<file path="src/rtl/convertidor_ancho_pkg.sv">
// ---------------------------------------------------------------------------
// convertidor_ancho_pkg
// Shared PHY width-conversion types, default widths and segment-count helper.
// Rev 1.0
// ---------------------------------------------------------------------------
`default_nettype none

package convertidor_ancho_pkg;

  typedef enum logic [0:0] {
    IDLE = 1'b0,
    SEND = 1'b1
  } state_t;

  localparam int DEF_IN_W  = 32;
  localparam int DEF_OUT_W = 8;

  // Active segments for a width selector; never fewer than one.
  function automatic int seg_count(input int sel, input int n_seg);
    int c;
    c = (sel >= 32) ? 0 : (n_seg >> sel);
    return (c == 0) ? 1 : c;
  endfunction

endpackage

`default_nettype wire

</file>
<file path="src/rtl/convertidor_ancho_ctl.sv">
// ---------------------------------------------------------------------------
// convertidor_ancho_ctl
// Handshake FSM and remaining-segment counter; issues load/advance strobes.
// Rev 1.0
// ---------------------------------------------------------------------------
`default_nettype none

module convertidor_ancho_ctl
  import convertidor_ancho_pkg::*;
#(
  parameter int N_SEG = 4,
  parameter int SEL_W = 2,
  parameter int IDX_W = (N_SEG > 1) ? $clog2(N_SEG) : 1
) (
  input  logic             CLK,
  input  logic             RESET_L,
  input  logic             ENB,
  input  logic [SEL_W-1:0] WIDTH_SEL,
  input  logic             IN_VALID,
  input  logic             OUT_READY,
  output logic             IN_READY,
  output logic             out_valid,
  output logic             out_last,
  output logic [IDX_W-1:0] seg_idx,
  output logic             load,
  output logic             advance
);

  state_t           r_state, w_state_nxt;
  logic [IDX_W-1:0] r_seg, w_seg_nxt;
  logic [IDX_W-1:0] w_seg_first;
  logic             w_seg_zero;

  assign w_seg_first = IDX_W'(seg_count(int'(WIDTH_SEL), N_SEG) - 1);
  assign w_seg_zero  = (r_seg == '0);

  assign out_valid = (r_state == SEND);
  assign out_last  = out_valid & w_seg_zero;
  assign seg_idx   = r_seg;

  // Ready depends on OUT_READY only, never on IN_VALID.
  assign IN_READY = RESET_L & ENB & ((r_state == IDLE) | (out_valid & OUT_READY & w_seg_zero));
  assign load     = IN_VALID & IN_READY;
  assign advance  = ENB & out_valid & OUT_READY & ~w_seg_zero;

  always_ff @(posedge CLK or negedge RESET_L) begin
    if (!RESET_L) begin
      r_state <= IDLE;
      r_seg   <= '0;
    end else begin
      r_state <= w_state_nxt;
      r_seg   <= w_seg_nxt;
    end
  end

  always_comb begin
    w_state_nxt = r_state;
    w_seg_nxt   = r_seg;
    if (!ENB) begin
      w_state_nxt = IDLE;
      w_seg_nxt   = '0;
    end else if (load) begin
      w_state_nxt = SEND;
      w_seg_nxt   = w_seg_first;
    end else if (advance) begin
      w_seg_nxt   = r_seg - 1'b1;
    end else if (out_valid & OUT_READY) begin
      w_state_nxt = IDLE;
      w_seg_nxt   = '0;
    end
  end

endmodule

`default_nettype wire

</file>
<file path="src/rtl/convertidor_ancho.sv">
// ---------------------------------------------------------------------------
// convertidor_ancho
// Parallel-to-narrow width converter, MS active segment first, with backpressure.
// Rev 1.0
// ---------------------------------------------------------------------------
`default_nettype none

module convertidor_ancho
  import convertidor_ancho_pkg::*;
#(
  parameter int IN_W  = DEF_IN_W,
  parameter int OUT_W = DEF_OUT_W,
  parameter int SEL_W = 2,
  localparam int N_SEG = IN_W / OUT_W,
  localparam int IDX_W = (N_SEG > 1) ? $clog2(N_SEG) : 1
) (
  input  logic             CLK,
  input  logic             RESET_L,
  input  logic             ENB,
  input  logic [SEL_W-1:0] WIDTH_SEL,
  input  logic [IN_W-1:0]  IN_DATA,
  input  logic             IN_VALID,
  output logic             IN_READY,
  output logic [OUT_W-1:0] OUT_DATA,
  output logic             OUT_VALID,
  input  logic             OUT_READY,
  output logic             OUT_LAST,
  output logic [IDX_W-1:0] SEG_IDX
);

  logic [IN_W-1:0]  r_word;
  logic             w_load, w_advance, w_valid;
  logic [IDX_W-1:0] w_seg_idx;

  convertidor_ancho_ctl #(
    .N_SEG (N_SEG),
    .SEL_W (SEL_W),
    .IDX_W (IDX_W)
  ) u_ctl (
    .CLK       (CLK),
    .RESET_L   (RESET_L),
    .ENB       (ENB),
    .WIDTH_SEL (WIDTH_SEL),
    .IN_VALID  (IN_VALID),
    .OUT_READY (OUT_READY),
    .IN_READY  (IN_READY),
    .out_valid (w_valid),
    .out_last  (OUT_LAST),
    .seg_idx   (w_seg_idx),
    .load      (w_load),
    .advance   (w_advance)
  );

  always_ff @(posedge CLK or negedge RESET_L) begin
    if (!RESET_L)
      r_word <= '0;
    else if (!ENB)
      r_word <= '0;
    else if (w_load)
      r_word <= IN_DATA;
  end

  // Counter value doubles as the segment index; idle output is forced to zero.
  assign OUT_DATA  = w_valid ? r_word[w_seg_idx*OUT_W +: OUT_W] : '0;
  assign OUT_VALID = w_valid;
  assign SEG_IDX   = w_seg_idx;

endmodule

`default_nettype wire

</file>
<file path="config.mk">
export PLATFORM = sky130hd
export DESIGN_NAME = convertidor_ancho
export DESIGN_NICKNAME = d
export VERILOG_FILES = /design/src/rtl/convertidor_ancho_pkg.sv /design/src/rtl/convertidor_ancho_ctl.sv /design/src/rtl/convertidor_ancho.sv
export SDC_FILE = /design/constraint.sdc
export NUM_CORES = 1
export LEC_CHECK = 0
export BUFFER_PORTS_ARGS = -buffer_cell sky130_fd_sc_hd__clkbuf_2
export CAP_MARGIN = 20
export CELL_PAD_IN_SITES_DETAIL_PLACEMENT = 1
export CELL_PAD_IN_SITES_GLOBAL_PLACEMENT = 2
export CORE_UTILIZATION = 32
export DETAILED_ROUTE_END_ITERATION = 6
export HOLD_SLACK_MARGIN = 0.12
export PLACE_DENSITY_LB_ADDON = 0.3
export SKIP_CTS_REPAIR_TIMING = 1
export SYNTH_ARGS = -nofsm -noshare
export SYNTH_HDL_FRONTEND = slang
export SYNTH_SLANG_ARGS = --single-unit
</file>
<file path="constraint.sdc">
create_clock -name CLK -period 2.55 [get_ports CLK]
set_input_delay 0.1275 -clock CLK [delete_from_list [all_inputs] [get_ports CLK]]
set_output_delay 0.1275 -clock CLK [all_outputs]
set_load 0.02 [all_outputs]
</file>
==> impl_results.md, run 1 <==
* RR Endpoint: r_word[6]
* I/O Buffers at 51
* CTS tree: yes
* Max VDD drop at 0.196 mV
* Hold WS at 0.0830 ns
* Synthesized instance count at 184
* Share of cells above drive strength 1 at 0.290
* Post-detailed-route wirelength per cell at 15.9 µm
* CP Launch Type: register
* Number of buffers created by CTS at 5
* Top-Level Pins at 52
* RSZ-0062 raised after global routing: no
* First-pass GRT wire length at 8170 µm
* Core ar. at 5240 µm²
* Final Hold Vio Count at 0
* Routed vias/inst at 5.03
* Max-slew headroom at 0.376
* Busiest grt layer: met2
* First-iteration detailed-routing DRC count at 84
* Initial Utilization at 0.339
* P_leak at 1.09 nW
* Worst hold path type: input port to register
* Layout area overhead at 37.3%
* H-tree depth at 2
* CP Capture Type: register
* Reg2reg setup slack at 0.57 ns
* Global routing usage on met3 at 0.0419
* Nets@finish at 300
* GRT overflow at 0
* Die height at 76.5 µm
* GR Util met1 at 0.253
* Worst r2r src: u_ctl.seg_idx[0]
* Vias at 1656
* Crit path required time at 2.66 ns
* Largest net degree at the start of global routing at 39
* Flop and latch count out of synthesis at 35
* Tot GR Track Use at 0.181
* Yosys warns at 0
* GP Congestion at 0.739
* Seq/Total Area, Yosys at 0.493
* Hold Path Origin: IN_DATA[15]
* Fillers at 632
* Initial antenna violation count at 0
* Drt pass-1 iters at 4
* Number of global-route vias before repair at 1599
* Tmin final at 1.98 ns
* DP Wirelength at 3270 µm
* Syn_nets at 224
* Cell Area, Synth at 1780 µm²
* Fin Setup TNS at 0 ns
* Fin. max-slew vios at 0
* Critical path fanouts, max at 27
* Clk buf depth at 2
* Worst slew pin tran at 0.935 ns
* Pwr dens at 476 nW/µm²
* Critical Path AT at 2.09 ns
* Fmax at 505 MHz
* Ant diodes at 0
* Final setup viols at 0
* Chip width at 76.5 µm
* Routing usage on met2 at 0.278
* Hold Path Depth at 3
* Clock net sink count at 35
* Yosys cell types at 24
* # DRC at 0
* Worst Reg-to-Reg Cells at 5
* Syn avg cell area at 9.65 µm²
* Clock Skews at 0.00570 ns
* Drt total wl at 5240 µm
* Root buf cell: clkbuf_8
* Max Cap Viol at 0
* Status: complete, no violations
* Ratio of final minimum period to clock period at 0.776
* Antenna Nets Post-Route at 0
* CTS clk-pin slew, worst paths at 0.07 ns
* Die Area at 5850 µm²
* Later-pin clock latency in the skew report at 0.28 ns
* Critical path class: register to register
* Core Rows at 26
* Hold worst-path end: r_word[15]
==> area by class of cell <==
type	count	area, µm²	share of cell area
clock buffers	6	72.6	0.0298
inverters	3	11.3	0.00462
multi-input cells	130	810	0.332
flip-flops and latches	35	876	0.359
well taps	70	87.6	0.0359
repair buffers	85	581	0.238
==> how the worst max path moves through the flow <==
stage                           from         end  slack (ns)
finish              u_ctl.seg_idx[0]   r_word[6]        0.57
global route        u_ctl.seg_idx[0]   r_word[6]        0.29
CTS                 u_ctl.seg_idx[0]   r_word[6]        0.49
detailed placement  u_ctl.seg_idx[0]   r_word[6]        0.51
global placement    u_ctl.seg_idx[0]   r_word[0]        0.62
floorplan           u_ctl.seg_idx[0]  r_word[11]        0.76
==> metrics by stage <==
stage / power [mW] / std cells / area [µm²] / setup slack (ns) / util
5_1_grt: 1.22 / 329 / 2440 / 0.292 / 0.465
3_5_place_dp: 0.771 / 295 / 2080 / 0.506 / 0.398
4_1_cts: 1.15 / 301 / 2160 / 0.490 / 0.412
6_report: 1.16 / 329 / 2440 / 0.571 / 0.465
3_3_place_gp: 0.768 / 295 / 2080 / 0.620 / 0.398
2_1_floorplan: 0.694 / 184 / 1780 / 0.755 / -
==> power breakdown <==
group	switching, mW	internal [mW]	total [mW]	leakage (nW)
sequential	0.0182	0.582	0.600	0.475
combinational	0.0988	0.0943	0.193	0.579
clock	0.185	0.182	0.367	0.0371
==> cell usage after synthesis <==
master     instances  area, µm²
buf_2             10       50.1
and2_1             9       56.3
o2111ai_1          1       8.76
a21boi_2           1       11.3
mux4_2             8        180
ha_1               1       12.5
o21ai_0           31        155
clkbuf_1           3       11.3
nand2_1           28        105
dfrtp_1           35        876
a21oi_1            7       35.0
a21bo_2            1       10.0
or4_1              2       15.0
o21ai_1            1       5.00
or3_1              1       6.26
buf_4              1       7.51
o211ai_1           2       15.0
nand3_1           33        165
and3_1             2       12.5
inv_1              2       7.51
clkbuf_2           2       10.0
inv_2              1       3.75
nor2_2             1       6.26
nand3_2            1       10.0
==> kinds of logic after synthesis <==
| group | count (synthesis) | share of synthesized area |
|---|---|---|
| AND/OR/NAND/NOR | 77 | 0.212 |
| multiplexers | 8 | 0.101 |
| AO/OA/AOI/OAI | 44 | 0.135 |
| flip-flops | 35 | 0.493 |
| buffers and inverters | 19 | 0.0507 |
| adder cells (fa/ha/maj) | 1 | 0.00705 |
==> flip-flops by register name (all words and copies together), names as in the netlist <==
register,cells
u_ctl.out_valid,1
r_word,32
u_ctl.seg_idx,2
==> layout by cell type (no fill, tap or decap), types with 5 or more instances in the layout <==
master	n
nand3_1	33
dfrtp_1	35
dlygate4sd3_1	28
o21ai_0	31
a21oi_1	7
clkbuf_8	5
and2_1	9
nand2_1	28
clkbuf_2	51
mux4_2	8
buf_4	6
==> metal layers <==
layer | vias to the layer above | wire, µm
met3 | 8 | 198
met1 | 800 | 2450
met5 | - | 0
met4 | 0 | 79
li1 | 802 | -
met2 | 46 | 2520
==> critical path, cell delays in order (launching register included) <==
cell and delay, ns:
dfrtp_1 0.38, inv_1 0.06, ha_1 0.24, a21boi_2 0.14
nor2_2 0.75, o21ai_0 0.25
Note: power is estimated with default switching activity, not from simulation.
==> inputs of run 2 (changes only) <==
--- a/config.mk
+++ b/config.mk
@@ -9,7 +9,7 @@
 export CAP_MARGIN = 20
 export CELL_PAD_IN_SITES_DETAIL_PLACEMENT = 1
 export CELL_PAD_IN_SITES_GLOBAL_PLACEMENT = 2
-export CORE_UTILIZATION = 32
+export CORE_UTILIZATION = 30
 export DETAILED_ROUTE_END_ITERATION = 6
 export HOLD_SLACK_MARGIN = 0.12
 export PLACE_DENSITY_LB_ADDON = 0.3
==> constraint.sdc (replaced) <==
create_clock -name CLK -period 2 [get_ports CLK]
set_input_delay 0.1 -clock CLK [delete_from_list [all_inputs] [get_ports CLK]]
set_output_delay 0.1 -clock CLK [all_outputs]
set_load 0.02 [all_outputs]
==> run 2 against run 1 <==
Against the previous run:
- worst setup slack lost 0.39 ns
- cell count is 3.6% higher
- sequential cell count did not move
- clock power grew 34%
- combinational power is 37% higher
- design area up 3.5%
- sequential share of layout area down 1.2 points
==> impl_results.md, run 2 (synthesis results as in run 1) <==
* Status: complete, no violations (unchanged)
* Antenna Nets Post-Route at 0 (unchanged)
* Fin. max-slew vios at 0 (unchanged)
* DP Wirelength at 3590 µm (was 3270 µm)
* Critical Path AT at 1.72 ns (was 2.09 ns)
* GRT overflow at 0 (unchanged)
* Top routing layer in use: met4 (unchanged)
* Ant diodes at 0 (unchanged)
* Share of cells above drive strength 1 at 0.301 (was 0.290)
* Die Area at 6230 µm² (was 5850 µm²)
* Fmax at 550 MHz
* Met2 Wirelength at 2760 µm (was 2520 µm)
* CP max stage cell: mux4_2 (was nor2_2)
* Largest stage delay, worst path at 0.53 ns (was 0.75 ns)
* I/O Buffers at 51 (unchanged)
* Design Area, Final at 2520 µm² (was 2440 µm²)
* Met3 Wirelength at 198 µm (unchanged)
* Clk buf depth at 2 (unchanged)
* Pwr dens at 601 nW/µm² (was 476 nW/µm²)
* Drt total wl at 5600 µm (was 5240 µm)
* Placed insts at 301 (was 295)
* Max-slew headroom at 0.691 (was 0.376)
* Top-Level Pins at 52 (unchanged)
* Ratio of final minimum period to clock period at 0.909
* Clock net sink count at 35 (unchanged)
* Vias at 1705 (was 1656)
* First-iteration detailed-routing DRC count at 122 (was 84)
* Initial antenna violation count at 0 (unchanged)
* Initial Utilization at 0.317 (was 0.339)
* Layout area overhead at 42.1% (was 37.3%)
* Number of buffers created by CTS at 5 (unchanged)
* Pwr Total at 1.52 mW (was 1.16 mW)
* GP Congestion at 0.767 (was 0.739)
* Fin cells at 341 (was 329)
* Largest net degree at the start of global routing at 38 (was 39)
* Worst hold path type: input port to register (unchanged)
* # DRC at 0 (unchanged)
* CTS tree: yes (unchanged)
* Chip width at 78.9 µm (was 76.5 µm)
* RSZ-0062 raised after global routing: no (unchanged)
* Register with the most flip-flops: r_word (unchanged)
* Crit path required time at 1.90 ns (was 2.66 ns)
* Max Cap Viol at 0 (unchanged)
* Most common cell after layout, fill and taps aside: clkbuf_2 (unchanged)
* Fin Setup TNS at 0 ns (unchanged)
* CP cell instances: buf_4 > mux4_2 > and2_1 > clkbuf_2 (was inv_1 > ha_1 > a21boi_2 > nor2_2 > o21ai_0)
* WL met1 at 2540 µm (was 2450 µm)
* Die height at 78.9 µm (was 76.5 µm)
* H-tree depth at 2 (unchanged)
* Routed vias/inst at 5.00 (was 5.03)
* Placed Area at 2120 µm² (was 2080 µm²)
* Hold WS at 0.0728 ns (was 0.0830 ns)
* CP Capture Type: output pin (was register)
* Root buf cell: clkbuf_8 (unchanged)
* Tmin final at 1.82 ns
* Tot GR Track Use at 0.186 (was 0.181)
* Most frequent cells in the layout: clkbuf_2, dfrtp_1, nand3_1 (unchanged)
* Number of global-route vias before repair at 1696 (was 1599)
* Final Hold Vio Count at 0 (unchanged)
* Drt pass-1 iters at 4 (unchanged)
* Largest register FFs at 32 (unchanged)
* Max VDD drop at 0.227 mV (was 0.196 mV)
* Worst slew pin tran at 0.464 ns (was 0.935 ns)
* Final setup viols at 0 (unchanged)
* Core Rows at 27 (was 26)
* Post-detailed-route wirelength per cell at 16.4 µm (was 15.9 µm)
* Clock Skews at 0.00466 ns (was 0.00570 ns)
* CP Launch Type: register (unchanged)
* P_leak at 1.14 nW (was 1.09 nW)
* Core ar. at 5610 µm² (was 5240 µm²)
* Critical path fanouts, max at 11 (was 27)
* Critical path class: register to output pin (was register to register)
* CTS clk-pin slew, worst paths at 0.07 ns (about the same)
* First-pass GRT wire length at 8640 µm (was 8170 µm)
* Nets@finish at 308 (was 300)
* Later-pin clock latency in the skew report at 0.28 ns (about the same)
* Fillers at 691 (was 632)
run 2: changes by cell type in the layout (fill, tap and decap cells not counted), sizes merged:
cell	previous run	this run
clkinv	0	1
clkbuf	57	58
buf	6	11
dlygate4sd3	28	31
run 2: worst max-delay path: cells and delay by family (launching register included):
kind	cells	cell delay, ns
buffers and inverters	2	0.39
DFF	1	0.34
muxes	1	0.53
and+or+nand+nor	1	0.17
run 2: per-stage QoR:
stage,util,setup slack (ns)
2_1_floorplan,-,0.205
3_3_place_gp,0.378,0.131
3_5_place_dp,0.378,-0.0399
4_1_cts,0.392,-0.0335
5_1_grt,0.450,0.0689
6_report,0.450,0.182
run 2: final timing paths:
path	start	to	slack [ns]	depth (start not counted)
worst max register to register	u_ctl.seg_idx[1]	r_word[27]	0.35	6
worst min-delay path	IN_DATA[8]	r_word[8]	0.07	3
worst min register to register	r_word[18]	r_word[18]	0.54	2
worst max-delay path	u_ctl.seg_idx[0]	OUT_DATA[2]	0.18	4
min in group asynchronous	RESET_L	r_word[23]	0.45	3
max in group asynchronous	RESET_L	u_ctl.out_valid	1.22	3
run 2: where the power goes:
group / internal (mW) / total (mW) / switching, mW
registers: 0.742 / 0.761 / 0.0191
clock network: 0.244 / 0.492 / 0.247
logic: 0.131 / 0.265 / 0.134
run 2: layout make-up:
cell class | count | area [µm²] | area share
clock buffers | 7 | 76.3 | 0.0302
clock inverters | 1 | 5.00 | 0.00198
inverters | 3 | 11.3 | 0.00446
multi-input cells | 130 | 810 | 0.321
flip-flops and latches | 35 | 876 | 0.347
well taps | 72 | 90.1 | 0.0357
repair buffers | 93 | 656 | 0.260
run 2: metal layers:
layer  global-route usage  vias to the layer above
li1                     -                      817
met1                0.252                      832
met2                0.296                       46
met3               0.0414                       10
met4               0.0600                        0
met5                    0                        -
==> inputs of run 3 (changes only) <==
--- a/config.mk
+++ b/config.mk
@@ -9,11 +9,12 @@
 export CAP_MARGIN = 20
 export CELL_PAD_IN_SITES_DETAIL_PLACEMENT = 1
 export CELL_PAD_IN_SITES_GLOBAL_PLACEMENT = 2
-export CORE_UTILIZATION = 30
+export CORE_UTILIZATION = 33
 export DETAILED_ROUTE_END_ITERATION = 6
 export HOLD_SLACK_MARGIN = 0.12
 export PLACE_DENSITY_LB_ADDON = 0.3
 export SKIP_CTS_REPAIR_TIMING = 1
 export SYNTH_ARGS = -nofsm -noshare
 export SYNTH_HDL_FRONTEND = slang
+export SYNTH_HIERARCHICAL = 1
 export SYNTH_SLANG_ARGS = --single-unit
==> run 3 against run 2 <==
Against the previous run:
- sequential cell count did not move
- sequential share of layout area up 2.0 points
- die area is 5.7% lower
- combinational power fell by 18%
- maximum frequency down 2.5%
- utilization is 0.58 points higher
- critical endpoint is now r_word[29]
- worst setup slack worse by 0.047 ns
==> impl_results.md, run 3 <==
* Status: complete, no violations (unchanged)
* Largest register FFs at 32 (unchanged)
* DP Wirelength at 3060 µm (was 3590 µm)
* Chip width at 76.7 µm (was 78.9 µm)
* Die height at 76.7 µm (was 78.9 µm)
* Syn avg cell area at 11.9 µm² (was 9.65 µm²)
* CP Capture Type: register (was output pin)
* Synthesized instance count at 154 (was 184)
* Post-detailed-route wirelength per cell at 15.0 µm (was 16.4 µm)
* Critical path class: register to register (was register to output pin)
* Crit path required time at 2.17 ns (was 1.90 ns)
* Ratio of final minimum period to clock period at 0.932 (was 0.909)
* Vias at 1376 (was 1705)
* Most common cell after layout, fill and taps aside: clkbuf_2 (unchanged)
* P_leak at 1.02 nW (was 1.14 nW)
* Die Area at 5880 µm² (was 6230 µm²)
* Final Hold Vio Count at 0 (unchanged)
* Comb pwr share at 0.142 (was 0.175)
* Reg2reg setup slack at 0.14 ns (was 0.35 ns)
* Yosys warns at 6 (was 0)
* Tmin final at 1.86 ns (was 1.82 ns)
* Fmax at 536 MHz (was 550 MHz)
* Top-Level Pins at 52 (unchanged)
* Nets@finish at 262 (was 308)
* Fin util at 0.456 (was 0.450)
* Share of cells above drive strength 1 at 0.296 (was 0.301)
* RR Endpoint: r_word[29] (was r_word[27])
* Core ar. at 5240 µm² (was 5610 µm²)
* Max Cap Viol at 0 (unchanged)
* Number of global-route vias before repair at 1418 (was 1696)
* Beginning of the critical path: u_ctl/seg_idx[0] (was u_ctl.seg_idx[0])
* Clk buf depth at 2 (unchanged)
* Ant diodes at 0 (unchanged)
* First-pass GRT wire length at 7220 µm (was 8640 µm)
* Seq pwr share at 0.490 (was 0.501)
* Hold Path Origin: IN_DATA[3] (was IN_DATA[8])
* Largest net degree at the start of global routing at 38 (unchanged)
* Number of buffers created by CTS at 5 (unchanged)
* CTS tree: yes (unchanged)
* Worst hold path type: input port to register (unchanged)
* Max VDD drop at 0.334 mV (was 0.227 mV)
* Syn_nets at 194 (was 224)
* Final worst slack at 0.135 ns (was 0.182 ns)
* I/O Buffers at 51 (unchanged)
* Worst slew pin tran at 0.475 ns (was 0.464 ns)
* Cell Area, Synth at 1840 µm² (was 1780 µm²)
* Worst Reg-to-Reg Cells at 7 (was 6)
* Routed vias/inst at 4.70 (was 5.00)
* Core Rows at 26 (was 27)
* Root buf cell: clkbuf_8 (unchanged)
* Fin Setup TNS at 0 ns (unchanged)
* Dpl ws at 0.145 ns (was -0.0399 ns)
* Pint at 1.16 mW (was 1.12 mW)
* Later-pin clock latency in the skew report at 0.28 ns (about the same)
* Final setup viols at 0 (unchanged)
* Sw frac at 0.241 (was 0.264)
* Initial antenna violation count at 0 (unchanged)
* Max-slew headroom at 0.684 (was 0.691)
* Register with the most flip-flops: r_word (unchanged)
* CTS clk-pin slew, worst paths at 0.07 ns (about the same)
* H-tree depth at 2 (unchanged)
* Critical Path AT at 2.03 ns (was 1.72 ns)
* GRT overflow at 0 (unchanged)
* Power share of the clock group at 0.368 (was 0.324)
* CP Launch Type: register (unchanged)
* Antenna Nets Post-Route at 0 (unchanged)
* Most frequent cells in the layout: clkbuf_2, mux2i_1, dfrtp_1 (was clkbuf_2, dfrtp_1, nand3_1)
* Critical Path End: r_word[29] (was OUT_DATA[2])
* Worst r2r src: u_ctl/seg_idx[0] (was u_ctl.seg_idx[1])
* NetSw at 368 µW (was 401 µW)
* Pwr Total at 1.52 mW (about the same)
* GP Congestion at 0.823 (was 0.767)
* Fin. max-slew vios at 0 (unchanged)
* # DRC at 0 (unchanged)
* Clock net sink count at 35 (unchanged)
* Layout area overhead at 29.8% (was 42.1%)
* Initial Utilization at 0.351 (was 0.317)
* Critical path fanouts, max at 20 (was 11)
* Drt pass-1 iters at 4 (unchanged)
* Fillers at 597 (was 691)
* Tot GR Track Use at 0.159 (was 0.186)
* Pwr dens at 639 nW/µm² (was 601 nW/µm²)
* RSZ-0062 raised after global routing: no (unchanged)
* Clock Skews at 0.00458 ns (was 0.00466 ns)
* Drt total wl at 4390 µm (was 5600 µm)
* First-iteration detailed-routing DRC count at 36 (was 122)
run 3: how the worst min path moves through the flow:
stage,endpoint,slack [ns],cells after the start
final,r_word[3],0.09,3
after global routing,r_word[28],0.12,3
after CTS,u_ctl/seg_idx[1],-0.11,2
after detailed placement,u_ctl/seg_idx[1],0.20,2
after global placement,u_ctl/seg_idx[1],0.19,2
after floorplan,r_word[0],-0.20,0
run 3: layout make-up:
| class | count | area, µm² | area share |
|---|---|---|---|
| sequential | 35 | 876 | 0.367 |
| multi-input combinational | 107 | 873 | 0.366 |
| inverter | 2 | 7.51 | 0.00314 |
| timing repair buffer | 71 | 443 | 0.186 |
| clock buffer | 8 | 100 | 0.0419 |
| tap | 70 | 87.6 | 0.0367 |
run 3: power by group through the flow:
stage	sequential [mW]	combinational (mW)	clock [mW]
after floorplan	0.760	0.115	0
after global placement	0.759	0.190	0
after detailed placement	0.761	0.197	0
after CTS	0.747	0.198	0.592
after global routing	0.750	0.238	0.623
final	0.747	0.216	0.562
run 3: stage by stage:
step                      hold slack [ns]  cells  area [µm²]
after floorplan                    -0.196    154        1840
after CTS                          -0.108    278        2240
after global placement              0.186    270        2140
after global routing                0.121    293        2390
after detailed placement            0.203    270        2140
final                              0.0922    293        2390
run 3: metal layers:
| metal | vias to the layer above | global-route usage | wire length [µm] |
|---|---|---|---|
| li1 | 674 | - | - |
| met1 | 666 | 0.209 | 2000 |
| met2 | 31 | 0.261 | 2200 |
| met3 | 5 | 0.0310 | 149 |
| met4 | 0 | 0.0519 | 34 |
| met5 | - | 0 | 0 |
run 3: critical path, stage by stage, from the launching register on:
cell and delay, ns:
dfrtp_1 0.44, inv_1 0.08, ha_1 0.23, a21boi_2 0.10, nor3b_2 0.22, buf_4 0.36
mux2i_1 0.25, nor2b_1 0.06
